## config.mk

```make
export PLATFORM = sky130hd
export DESIGN_NAME = instr_pack_loader_flat
export DESIGN_NICKNAME = d
export VERILOG_FILES = /design/src/rtl/instr_pack_loader_if.sv /design/src/rtl/instr_pack_loader.sv /design/src/flat_wrapper.sv
export SDC_FILE = /design/constraint.sdc
export NUM_CORES = 1
export LEC_CHECK = 0
export CAP_MARGIN = 20
export CORE_ASPECT_RATIO = 0.6
export CORE_MARGIN = 3
export CORE_UTILIZATION = 35
export DETAILED_ROUTE_END_ITERATION = 8
export SLEW_MARGIN = 10
export SYNTH_ARGS = -nofsm -noshare
export SYNTH_HDL_FRONTEND = slang
export SYNTH_SLANG_ARGS = --single-unit
```

## constraint.sdc

```tcl
create_clock -name clk -period 3.6 [get_ports clk]
set_clock_uncertainty 0.05 [all_clocks]
set_input_delay 0.72 -clock clk [delete_from_list [all_inputs] [get_ports clk]]
set_output_delay 0.72 -clock clk [all_outputs]
set_load 0.1 [all_outputs]
```

## src/rtl/instr_pack_loader_if.sv

```systemverilog
// Host field stream and instruction-memory write port of the program loader.
// master = host/memory side, slave = the loader.
interface instr_pack_loader_if #(
  parameter int unsigned ADDR_W = 8
) ();
  logic              in_valid;
  logic              in_ready;
  logic [4:0]        in_op;
  logic [2:0]        in_rs;
  logic [2:0]        in_rt;
  logic [2:0]        in_rd;
  logic [1:0]        in_fn;
  logic [15:0]       in_imm;
  logic              in_last;
  logic              mem_wr_en;
  logic [ADDR_W-1:0] mem_addr;
  logic [15:0]       mem_data;
  logic              mem_ready;

  modport master (
    output in_valid, in_op, in_rs, in_rt, in_rd, in_fn, in_imm, in_last, mem_ready,
    input  in_ready, mem_wr_en, mem_addr, mem_data
  );

  modport slave (
    input  in_valid, in_op, in_rs, in_rt, in_rd, in_fn, in_imm, in_last, mem_ready,
    output in_ready, mem_wr_en, mem_addr, mem_data
  );
endinterface

```

## src/rtl/instr_pack_loader.sv

```systemverilog
// Packs decoded instruction fields into 16-bit words, range-checks immediates,
// and writes accepted words to sequential instruction-memory addresses.
module instr_pack_loader #(
  parameter int unsigned ADDR_W = 8,
  parameter int unsigned DEPTH  = 256
) (
  input  logic              clk,
  input  logic              rst,
  input  logic              start,
  instr_pack_loader_if.slave bus,
  output logic              done,
  output logic              err,
  output logic [ADDR_W-1:0] err_addr,
  output logic [ADDR_W:0]   word_cnt
);

  localparam int unsigned CNT_W = ADDR_W + 1;
  localparam int unsigned CMP_W = ADDR_W + 2;

  typedef enum logic [1:0] {
    S_IDLE = 2'd0,
    S_LOAD = 2'd1,
    S_DONE = 2'd2
  } state_e;

  state_e            state_q, state_d;
  logic              pend_q, pend_d;
  logic              last_q, last_d;
  logic [15:0]       data_q, data_d;
  logic [ADDR_W-1:0] addr_q, addr_d;
  logic [CNT_W-1:0]  cnt_q, cnt_d;
  logic              err_q, err_d;
  logic [ADDR_W-1:0] err_addr_q, err_addr_d;
  logic              done_q, done_d;

  logic [15:0]       pack_word;
  logic              pack_ok;
  logic              in_ready_c;
  logic              accept_c;
  logic              wr_fire_c;
  logic              finish_c;

  // Instruction format and immediate range by opcode.
  always_comb begin
    pack_word = {bus.in_op, bus.in_rs, bus.in_rt, bus.in_rd, bus.in_fn};
    pack_ok   = 1'b1;
    casez (bus.in_op)
      5'b01000, 5'b01001, 5'b10000, 5'b10001, 5'b10011: begin
        pack_word = {bus.in_op, bus.in_rs, bus.in_rd, bus.in_imm[4:0]};
        pack_ok   = (&bus.in_imm[15:4]) | ~(|bus.in_imm[15:4]);
      end
      5'b01010, 5'b01011: begin
        pack_word = {bus.in_op, bus.in_rs, bus.in_rd, bus.in_imm[4:0]};
        pack_ok   = ~(|bus.in_imm[15:5]);
      end
      5'b011??, 5'b00101, 5'b00111, 5'b11000: begin
        pack_word = {bus.in_op, bus.in_rs, bus.in_imm[7:0]};
        pack_ok   = (&bus.in_imm[15:7]) | ~(|bus.in_imm[15:7]);
      end
      5'b10010: begin
        pack_word = {bus.in_op, bus.in_rs, bus.in_imm[7:0]};
        pack_ok   = ~(|bus.in_imm[15:8]);
      end
      5'b00100, 5'b00110: begin
        pack_word = {bus.in_op, bus.in_imm[10:0]};
        pack_ok   = (&bus.in_imm[15:10]) | ~(|bus.in_imm[15:10]);
      end
      default: begin
        pack_word = {bus.in_op, bus.in_rs, bus.in_rt, bus.in_rd, bus.in_fn};
        pack_ok   = 1'b1;
      end
    endcase
  end

  // Ready only while loading, with the output slot free or draining, and capacity left.
  assign in_ready_c = (state_q == S_LOAD) && (!pend_q || bus.mem_ready) &&
                      ((CMP_W'(cnt_q) + CMP_W'(pend_q)) < CMP_W'(DEPTH));
  assign accept_c   = bus.in_valid && in_ready_c && !start;
  assign wr_fire_c  = pend_q && bus.mem_ready;

  always_comb begin
    state_d    = state_q;
    pend_d     = pend_q;
    last_d     = last_q;
    data_d     = data_q;
    addr_d     = addr_q;
    cnt_d      = cnt_q;
    err_d      = err_q;
    err_addr_d = err_addr_q;
    done_d     = done_q;
    finish_c   = 1'b0;

    if (start) begin
      state_d    = S_LOAD;
      pend_d     = 1'b0;
      last_d     = 1'b0;
      addr_d     = '0;
      cnt_d      = '0;
      err_d      = 1'b0;
      err_addr_d = '0;
      done_d     = 1'b0;
    end else if (state_q == S_LOAD) begin
      if (wr_fire_c) begin
        pend_d = 1'b0;
        cnt_d  = cnt_q + CNT_W'(1);
        // Address holds at the last slot once capacity is reached.
        if (cnt_d == CNT_W'(DEPTH)) begin
          finish_c = 1'b1;
        end else begin
          addr_d = addr_q + ADDR_W'(1);
        end
        if (last_q) begin
          finish_c = 1'b1;
        end
      end
      if (accept_c) begin
        if (pack_ok) begin
          pend_d = 1'b1;
          last_d = bus.in_last;
          data_d = pack_word;
        end else begin
          err_d = 1'b1;
          if (!err_q) begin
            err_addr_d = addr_d;
          end
          if (bus.in_last) begin
            finish_c = 1'b1;
          end
        end
      end
      if (finish_c) begin
        state_d = S_DONE;
        done_d  = 1'b1;
      end
    end
  end

  always_ff @(posedge clk) begin
    if (rst) begin
      state_q    <= S_IDLE;
      pend_q     <= 1'b0;
      last_q     <= 1'b0;
      data_q     <= '0;
      addr_q     <= '0;
      cnt_q      <= '0;
      err_q      <= 1'b0;
      err_addr_q <= '0;
      done_q     <= 1'b0;
    end else begin
      state_q    <= state_d;
      pend_q     <= pend_d;
      last_q     <= last_d;
      data_q     <= data_d;
      addr_q     <= addr_d;
      cnt_q      <= cnt_d;
      err_q      <= err_d;
      err_addr_q <= err_addr_d;
      done_q     <= done_d;
    end
  end

  assign bus.in_ready  = in_ready_c;
  assign bus.mem_wr_en = pend_q;
  assign bus.mem_addr  = addr_q;
  assign bus.mem_data  = data_q;
  assign done          = done_q;
  assign err           = err_q;
  assign err_addr      = err_addr_q;
  assign word_cnt      = cnt_q;

endmodule

```

## src/flat_wrapper.sv

```systemverilog
// flat-port wrapper written by rule: the top's interface ports become plain ports
module instr_pack_loader_flat 
#(
  parameter int unsigned ADDR_W = 8,
  parameter int unsigned DEPTH  = 256
)
  (clk, rst, start, done, err, err_addr, word_cnt, bus_in_valid, bus_in_op, bus_in_rs, bus_in_rt, bus_in_rd, bus_in_fn, bus_in_imm, bus_in_last, bus_mem_ready, bus_in_ready, bus_mem_wr_en, bus_mem_addr, bus_mem_data);
  instr_pack_loader_if #(.ADDR_W(ADDR_W)) bus_i ();
  input  logic clk;
  input  logic rst;
  input  logic start;
  output logic done;
  output logic err;
  output logic [ADDR_W-1:0] err_addr;
  output logic [ADDR_W:0] word_cnt;
  input wire logic [$bits(bus_i.in_valid)-1:0] bus_in_valid;
  input wire logic [$bits(bus_i.in_op)-1:0] bus_in_op;
  input wire logic [$bits(bus_i.in_rs)-1:0] bus_in_rs;
  input wire logic [$bits(bus_i.in_rt)-1:0] bus_in_rt;
  input wire logic [$bits(bus_i.in_rd)-1:0] bus_in_rd;
  input wire logic [$bits(bus_i.in_fn)-1:0] bus_in_fn;
  input wire logic [$bits(bus_i.in_imm)-1:0] bus_in_imm;
  input wire logic [$bits(bus_i.in_last)-1:0] bus_in_last;
  input wire logic [$bits(bus_i.mem_ready)-1:0] bus_mem_ready;
  output wire logic [$bits(bus_i.in_ready)-1:0] bus_in_ready;
  output wire logic [$bits(bus_i.mem_wr_en)-1:0] bus_mem_wr_en;
  output wire logic [$bits(bus_i.mem_addr)-1:0] bus_mem_addr;
  output wire logic [$bits(bus_i.mem_data)-1:0] bus_mem_data;
  assign bus_i.in_valid = bus_in_valid;
  assign bus_i.in_op = bus_in_op;
  assign bus_i.in_rs = bus_in_rs;
  assign bus_i.in_rt = bus_in_rt;
  assign bus_i.in_rd = bus_in_rd;
  assign bus_i.in_fn = bus_in_fn;
  assign bus_i.in_imm = bus_in_imm;
  assign bus_i.in_last = bus_in_last;
  assign bus_i.mem_ready = bus_mem_ready;
  assign bus_in_ready = bus_i.in_ready;
  assign bus_mem_wr_en = bus_i.mem_wr_en;
  assign bus_mem_addr = bus_i.mem_addr;
  assign bus_mem_data = bus_i.mem_data;
  instr_pack_loader #(.ADDR_W(ADDR_W), .DEPTH(DEPTH)) u_core (.clk(clk), .rst(rst), .start(start), .bus(bus_i), .done(done), .err(err), .err_addr(err_addr), .word_cnt(word_cnt));
endmodule
```

==> impl_metrics.json, run 1 <==
{
  "status": "finished, final reports clean",
  "leakagePower_nw": 1.32,
  "cp_max_fo": 9,
  "path_class": "in -> reg",
  "drv_cap": 0,
  "register_area_um2": 921,
  "num-fill-cells": 678,
  "startpoint": "bus_in_imm[6]",
  "ys_types": 59,
  "crit_path_max_incr_delay_ns": 0.56,
  "clock-sinks": 46,
  "yosysWarnings": 0,
  "syn_to_final_growth_pct": 36.4,
  "antennaDiodeCount": 0,
  "synth.net_count": 368,
  "multiInputGateArea_mm2": 0.00179,
  "hp-class": "reg -> reg",
  "cts_buffer_depth": 2,
  "antenna_left": 0,
  "antenna_found_initial": 0,
  "numCtsBuffers": 5,
  "stdcell_area_mm2": 0.00385,
  "drive_gt1_share_pct": 12.9,
  "rsz0062_at_grt": "false",
  "grt_use_met2_pct": 25.7,
  "cts_setup_buffers": 0,
  "core_mm2": 0.00754,
  "syn-cell-area_mm2": 0.00282,
  "ios": 83,
  "fp.dieW_um": 122,
  "start_kind": "input port",
  "relSlewSlack_pct": 32.7,
  "top_usage_layer": "met1",
  "fin_tns_setup_ns": 0,
  "holdBufCountCts": 0,
  "clk_latency_ns": 0.29,
  "layout_commonest_cell": "clkdlybuf4s50_1",
  "setup_viol": 0,
  "layout_common_cells": "clkdlybuf4s50_1 (62), dfxtp_1 (46), nand2_1 (28), buf_4 (28), nor2_1 (27)",
  "crit_path_top_delay_cell": "or4b_4",
  "worst_pin_slew_ns": 1.01,
  "die_h_um": 75.5,
  "dp_hpwl_um": 6580,
  "ys_seq_area_share_pct": 32.6,
  "clk_pin_slew_ns": 0.07,
  "fin_crit_sh_pct": 87.9,
  "dr.pass1.iters": 8,
  "async_reset_ff_share_pct": 0,
  "power_density_mw_per_mm2": 318,
  "finish.utilization_pct": 51.0,
  "placed_area_mm2": 0.00370,
  "critPathCaptureType": "flop",
  "critPathRequiredTime_ns": 3.73,
  "maxSlewViolCount": 0,
  "portBuffers": 82,
  "grt_pass1_vias": 2625,
  "wl_um": 8610,
  "period_minus_slack_ns": 3.16,
  "cts-root-buf": "clkbuf_16",
  "postCtsResizedCells": 0,
  "synthFlopType": "dfxtp_1",
  "critPathArrivalTime_ns": 3.29,
  "grt_pass1_wl_um": 13800,
  "worstReg2RegStart": "u_core.word_cnt[0]",
  "drt-vias-per-instance": 5.65,
  "path_cells": "clkdlybuf4s50_1 -> or3_1 -> or4b_4 -> a2111oi_4 -> a211o_1 -> o21ai_2 -> a31o_1",
  "cts_tree": "yes",
  "hold_start": "u_core.bus.mem_data[14]",
  "overflow": 0,
  "gp_congestion": 0.895,
  "grtUsageMet3_pct": 5.49,
  "use_met1_pct": 29.7,
  "dieArea_mm2": 0.00921,
  "cts_max_level": 2,
  "syn_inst": 327,
  "vias": 2870,
  "irDropWorstVdd_v": 0.000167,
  "layout.nets": 444,
  "drc": 0,
  "wl_per_cell_um": 16.9,
  "syn_area_per_cell_um2": 8.63,
  "fmax_ghz": 0.316,
  "drtIter0Drc": 323,
  "start_util_pct": 37.4,
  "hold_violations": 0,
  "fp-row-count": 24,
  "synth-edff-count": 0,
  "synth_seq_cells": 46,
  "grt_util_all_layers_pct": 19.1,
  "grt_start_max_net_pins": 28
}
-- synth_stat cells (2+ instances only) --
cell type / instances / area (um2)
dfxtp_1: 46 / 921
nand2_1: 28 / 105
nor2_1: 27 / 101
a21oi_1: 22 / 110
xnor2_1: 17 / 149
clkbuf_1: 16 / 60.1
a2111oi_0: 14 / 123
o211ai_1: 12 / 90.1
mux2i_1: 11 / 110
nand3_1: 11 / 55.1
a211oi_1: 8 / 60.1
nand2b_1: 8 / 50.1
o211a_1: 7 / 70.1
o21ai_0: 7 / 35.0
a211oi_2: 6 / 75.1
a22o_1: 5 / 43.8
a22oi_1: 5 / 37.5
a31o_1: 5 / 43.8
nand4_1: 5 / 31.3
xor2_1: 5 / 43.8
a222oi_1: 3 / 30.0
buf_2: 3 / 15.0
ha_1: 3 / 37.5
inv_1: 3 / 11.3
nor2b_1: 3 / 18.8
nor3_1: 3 / 15.0
nor4_1: 3 / 18.8
o21a_1: 3 / 22.5
or2_1: 3 / 18.8
a211o_1: 2 / 17.5
a21o_1: 2 / 15.0
buf_6: 2 / 22.5
o21ai_1: 2 / 10.0
or3_1: 2 / 12.5
-- area by class of cell --
| class | count | share of cell area (%) |
|---|---|---|
| inverters | 3 | 0.293 |
| clock inverters | 3 | 0.553 |
| well taps | 104 | 3.38 |
| repair buffers | 91 | 22.1 |
| clock buffers | 5 | 3.25 |
| flip-flops and latches | 46 | 23.9 |
| multi-input cells | 256 | 46.5 |
-- where the power goes --
group / total, mW / internal, mW / switching (mW)
clock: 0.461 / 0.257 / 0.204
sequential: 0.522 / 0.516 / 0.00523
combinational: 0.240 / 0.0936 / 0.147
total: 1.22 / 0.867 / 0.356
-- flip-flops by register name (all words and copies together), names as in the netlist --
register and count:
u_core.bus.mem_wr_en 1, u_core.err_addr 8, u_core.word_cnt 9, u_core.err 1, u_core.bus.mem_addr 8, u_core.bus.mem_data 16, u_core.last_q 1, u_core.state_q 2
-- critical path, delay by kind of cell --
family	cells	cell delay [ns]
AO/OA/AOI/OAI	4	1.16
buffers and inverters	1	0.45
AND/OR/NAND/NOR	2	0.96
-- metal layers --
layer / part of all wire (%) / up-vias
li1: - / 1407
met1: 53 / 1343
met2: 39 / 109
met3: 7.6 / 11
met4: 1.1 / 0
met5: 0 / -
-- kinds of logic (layout without fill, tap and decap cells) --
group	count (synthesis)	count (layout)	synth area share (%)
compound gates	118	118	33.1
simple gates	102	102	18.0
flops	46	46	32.6
buf+inv	25	102	4.17
xor+xnor	22	22	6.83
mux	11	11	3.90
fa+ha+maj	3	3	1.33
-- final timing paths --
kind                            slack [ns]                       to  cells past startpoint
worst max-delay path                  0.44   u_core.bus.mem_data[0]                      7
worst min-delay path                  0.42  u_core.bus.mem_data[14]                      2
worst max register to register        0.97       u_core.err_addr[5]                      7
worst min register to register        0.42  u_core.bus.mem_data[14]                      2
-- through the flow --
step	worst slack (ns)	hold slack, ns	power [mW]	instances
final	0.436	0.419	1.22	508
after global routing	0.269	0.439	1.27	508
after CTS	0.458	0.416	1.24	508
after detailed placement	0.139	0.397	0.772	500
after global placement	0.232	0.404	0.770	500
after floorplan	0.291	0.384	0.677	327
(Power assumes the default switching activity.)
==> run 2, diff against run 1 <==
- CORE_MARGIN: 3 -> 4
==> impl_metrics.json, run 2 (same netlist as run 1, synthesis figures left out) <==
{
  "critPathArrivalTime_ns": 3.43,
  "drc": 0,
  "start_kind": "input port",
  "cp_max_fo": 12,
  "grt_start_max_net_pins": 28,
  "grt_util_all_layers_pct": 17.7,
  "path_cells": "clkdlybuf4s50_1 -> or3_1 -> or4b_4 -> a2111oi_4 -> a211oi_2 -> a2111oi_0 -> a31o_1",
  "gp_congestion": 0.919,
  "grt_pass1_wl_um": 13700,
  "holdBufCountCts": 0,
  "drt-vias-per-instance": 5.60,
  "setup_viol": 0,
  "irDropWorstVdd_v": 0.000168,
  "postCtsResizedCells": 0,
  "critPathBufInv": 1,
  "portBuffers": 82,
  "dr.pass1.iters": 5,
  "worst_pin_slew_ns": 0.995,
  "layout.nets": 446,
  "cts_tree": "yes",
  "antenna_found_initial": 0,
  "start_util_pct": 35.9,
  "clk_latency_ns": 0.29,
  "crit_path_max_incr_delay_ns": 0.56,
  "path_class": "in -> reg",
  "num-fill-cells": 775,
  "p_int_mw": 0.870,
  "wl_um": 8500,
  "grt_pass1_vias": 2618,
  "die_h_um": 77.5,
  "largest_reg_flops": 16,
  "hold_violations": 0,
  "critPathTopFamily": "compound AO/OA/AOI/OAI gates",
  "power_frac_clock_pct": 37.1,
  "relSlewSlack_pct": 33.5,
  "fin_crit_sh_pct": 90.2,
  "syn_to_final_growth_pct": 37.4,
  "cts_max_level": 2,
  "clock-sinks": 46,
  "maxSlewViolCount": 0,
  "overflow": 0,
  "fp-row-count": 25,
  "cts_buffer_depth": 2,
  "wl_per_cell_um": 16.5,
  "drive_gt1_share_pct": 13.1,
  "combPwrFrac_pct": 20.0,
  "multiInputGateArea_mm2": 0.00179,
  "crit_path_top_delay_cell": "or4b_4",
  "fin_tns_setup_ns": 0,
  "drtIter0Drc": 242,
  "power.share.switching_pct": 28.4,
  "fp.dieW_um": 124,
  "period_minus_slack_ns": 3.25,
  "antenna_left": 0,
  "power_frac_seq_pct": 42.9,
  "dp_hpwl_um": 6530,
  "vias": 2880,
  "status": "finished, final reports clean",
  "leakagePower_nw": 1.33,
  "register_area_um2": 921,
  "dieArea_mm2": 0.00961,
  "final_cells": 514,
  "critPathRequiredTime_ns": 3.78,
  "layout_common_cells": "clkdlybuf4s50_1 (62), dfxtp_1 (46), buf_4 (29), nand2_1 (28), nor2_1 (27)",
  "numCtsBuffers": 5,
  "clk_pin_slew_ns": 0.06,
  "critPathCaptureType": "flop",
  "antennaDiodeCount": 0,
  "drv_cap": 0,
  "hp-class": "reg -> reg",
  "core_mm2": 0.00785,
  "rsz0062_at_grt": "false",
  "power_density_mw_per_mm2": 313,
  "ios": 83,
  "fmax_ghz": 0.308,
  "cts-root-buf": "clkbuf_16",
  "layout_commonest_cell": "clkdlybuf4s50_1",
  "cts_setup_buffers": 0,
  "p_sw_mw": 0.345,
  "dp_cells": 506
}
[run 2: stage by stage]
stage          setup WS (ns)  power, mW  hold slack [ns]  cell area (um2)  utilization, %
2_1_floorplan          0.291      0.677            0.384             2830               -
3_3_place_gp           0.105      0.773            0.396             3730            47.6
3_5_place_dp          0.0862      0.774            0.402             3730            47.6
4_1_cts                0.375       1.22            0.414             3880            49.4
5_1_grt                0.248       1.27            0.454             3880            49.4
6_report               0.352       1.21            0.410             3880            49.4
[run 2: path summary, 6_finish.rpt]
| kind | from | end | slack, ns | depth (start not counted) |
|---|---|---|---|---|
| worst max-delay path | bus_in_op[2] | u_core.bus.mem_data[0] | 0.35 | 7 |
| worst min-delay path | u_core.bus.mem_data[15] | u_core.bus.mem_data[15] | 0.41 | 2 |
| worst max register to register | u_core.word_cnt[0] | u_core.err_addr[4] | 0.96 | 7 |
| worst min register to register | u_core.bus.mem_data[15] | u_core.bus.mem_data[15] | 0.41 | 2 |
[run 2: layer usage]
metal	GRT usage, %	vias up	wire (um)
li1	-	1422	-
met1	27.7	1366	4450
met2	23.9	87	3430
met3	5.32	5	590
met4	2.62	0	40
met5	0	-	0
[run 2: worst min-delay path, delay by kind of cell, from the launching register on]
family | cells | cell delay [ns]
AND/OR/NAND/NOR | 1 | 0.05
multiplexers | 1 | 0.05
flip-flops | 1 | 0.31
[run 2: final cells by class]
| cell class | instances | area share (%) |
|---|---|---|
| clock buffers | 6 | 3.32 |
| clock inverters | 2 | 0.355 |
| inverters | 3 | 0.291 |
| multi-input cells | 256 | 46.1 |
| flip-flops and latches | 46 | 23.8 |
| well taps | 108 | 3.49 |
| repair buffers | 93 | 22.7 |
[run 2: power groups by stage]
stage | Clock [mW] | Combinational [mW] | Sequential [mW]
after detailed placement | 0 | 0.241 | 0.533
after global placement | 0 | 0.240 | 0.533
final | 0.450 | 0.242 | 0.522
after CTS | 0.461 | 0.242 | 0.522
after floorplan | 0 | 0.0994 | 0.578
after global routing | 0.490 | 0.258 | 0.522
==> run 3, diff against run 2 <==
- CORE_MARGIN: 4 -> 1
- clock period: 3.6 -> 3.09 ns (I/O delays scaled with it)
==> impl_metrics.json, run 3 (same netlist as run 1, synthesis figures left out) <==
{
  "leakagePower_nw": 1.45,
  "maxSlewViolCount": 0,
  "p_sw_mw": 0.424,
  "antenna_found_initial": 0,
  "drtIter0Drc": 308,
  "antenna_left": 0,
  "period_minus_slack_ns": 2.96,
  "path_cells": "clkdlybuf4s50_1 -> or3_1 -> or4b_4 -> o311a_1 -> or2_1 -> a21oi_2 -> buf_12 -> mux2i_1",
  "layout_common_cells": "buf_4 (66), dfxtp_1 (46), clkdlybuf4s50_1 (37), nand2_1 (28), nor2_1 (27)",
  "path_class": "in -> reg",
  "grt_use_met2_pct": 29.1,
  "use_met1_pct": 31.6,
  "antennaDiodeCount": 0,
  "largest_reg_flops": 16,
  "final_cells": 522,
  "start_util_pct": 37.4,
  "power_frac_clock_pct": 40.9,
  "worst_pin_slew_ns": 0.700,
  "fmax_ghz": 0.338,
  "hp-class": "reg -> reg",
  "start_kind": "input port",
  "grt_pass1_vias": 2674,
  "clk_latency_ns": 0.29,
  "startpoint": "bus_in_imm[6]",
  "fin_crit_sh_pct": 95.7,
  "rsz0062_at_grt": "false",
  "die_h_um": 71.5,
  "postCtsResizedCells": 0,
  "dr.pass1.iters": 5,
  "rrSetupSlack_ns": 0.39,
  "vias": 2945,
  "reg2reg_depth": 7,
  "dieArea_mm2": 0.00844,
  "cts_setup_buffers": 0,
  "layout_commonest_cell": "buf_4",
  "grtUsageMet3_pct": 6.05,
  "drc": 0,
  "dp_hpwl_um": 6790,
  "core_mm2": 0.00754,
  "cts-root-buf": "clkbuf_16",
  "critPathCaptureType": "flop",
  "status": "finished, final reports clean",
  "num-fill-cells": 724,
  "power_frac_seq_pct": 39.8,
  "finish.utilization_pct": 52.3,
  "clock-sinks": 46,
  "min_path_cells": 2,
  "hold_path_end": "u_core.state_q[0]",
  "clk_pin_slew_ns": 0.06,
  "crit_path_max_incr_delay_ns": 0.55,
  "stdcell_area_mm2": 0.00394,
  "power_density_mw_per_mm2": 387,
  "holdBufCountCts": 0,
  "grt_start_max_net_pins": 28,
  "combPwrFrac_pct": 19.3,
  "fp.dieW_um": 118,
  "overflow": 0,
  "portBuffers": 82,
  "drt-vias-per-instance": 5.64,
  "crit_path_top_delay_cell": "or4b_4",
  "dp_cells": 514,
  "drive_gt1_share_pct": 21.8,
  "ios": 83,
  "setup_viol": 0,
  "drv_cap": 0,
  "cts_tree": "yes",
  "critPathRequiredTime_ns": 3.26,
  "syn_to_final_growth_pct": 39.7,
  "wl_per_cell_um": 16.5,
  "critPathArrivalTime_ns": 3.12,
  "hold_start": "u_core.state_q[0]",
  "power.share.switching_pct": 27.8,
  "numCtsBuffers": 5,
  "relSlewSlack_pct": 53.3,
  "gp_congestion": 0.878,
  "cp_max_fo": 11,
  "top_usage_layer": "met1",
  "placed_area_mm2": 0.00376,
  "p_int_mw": 1.10,
  "grt_util_all_layers_pct": 21.0,
  "cts_max_level": 2,
  "worstReg2RegStart": "u_core.word_cnt[0]",
  "r2r_end": "u_core.err_addr[5]",
  "hold_violations": 0,
  "cts_buffer_depth": 2,
  "grt_pass1_wl_um": 14000,
  "layout.nets": 458,
  "irDropWorstVdd_v": 0.000207,
  "fp-row-count": 24,
  "wl_um": 8610
}
-- run 3: cell type report --
cell class / count / area (um2) / area share [%]
Multi-Input combinational cell: 256 / 1810 / 45.8
Sequential cell: 46 / 921 / 23.4
Timing Repair Buffer: 105 / 906 / 23.0
Tap cell: 104 / 130 / 3.30
Clock buffer: 5 / 125 / 3.17
Clock inverter: 3 / 43.8 / 1.11
Inverter: 3 / 11.3 / 0.286
-- run 3: worst max path at each step --
stage,end,depth (start not counted)
6_report,u_core.bus.mem_data[12],8
5_1_grt,u_core.bus.mem_data[13],8
4_1_cts,u_core.bus.mem_data[2],7
3_5_place_dp,u_core.bus.mem_data[2],7
3_3_place_gp,u_core.err_addr[7],8
2_1_floorplan,u_core.bus.mem_addr[6],8
-- run 3: critical path: cells and delay by family --
family | cells | cell delay (ns)
buffers and inverters | 2 | 0.60
and+or+nand+nor | 3 | 1.29
AOI/OAI and AO/OA | 2 | 0.42
muxes | 1 | 0.19
-- run 3: routing by layer --
layer  routed length [um]  part of all wire, %
met1                 4490                   52
met2                 3400                   40
met3                  642                  7.5
met4                   74                 0.86
met5                    0                    0
-- run 3: power by group through the flow --
stage | Clock [mW] | Combinational [mW] | Sequential [mW]
2_1_floorplan | 0 | 0.117 | 0.674
3_3_place_gp | 0 | 0.287 | 0.622
3_5_place_dp | 0 | 0.292 | 0.621
4_1_cts | 0.636 | 0.292 | 0.608
5_1_grt | 0.669 | 0.314 | 0.609
6_report | 0.625 | 0.295 | 0.608
-- run 3: through the flow --
| stage | setup TNS, ns | hold slack (ns) | total power [mW] | setup slack, ns |
|---|---|---|---|---|
| 6_report | 0 | 0.423 | 1.53 | 0.133 |
| 4_1_cts | 0 | 0.425 | 1.54 | 0.0689 |
| 3_3_place_gp | -2.77 | 0.402 | 0.909 | -0.148 |
| 2_1_floorplan | 0 | 0.384 | 0.791 | 0.00689 |
| 3_5_place_dp | -3.77 | 0.416 | 0.913 | -0.238 |
| 5_1_grt | 0 | 0.448 | 1.59 | 0.0421 |
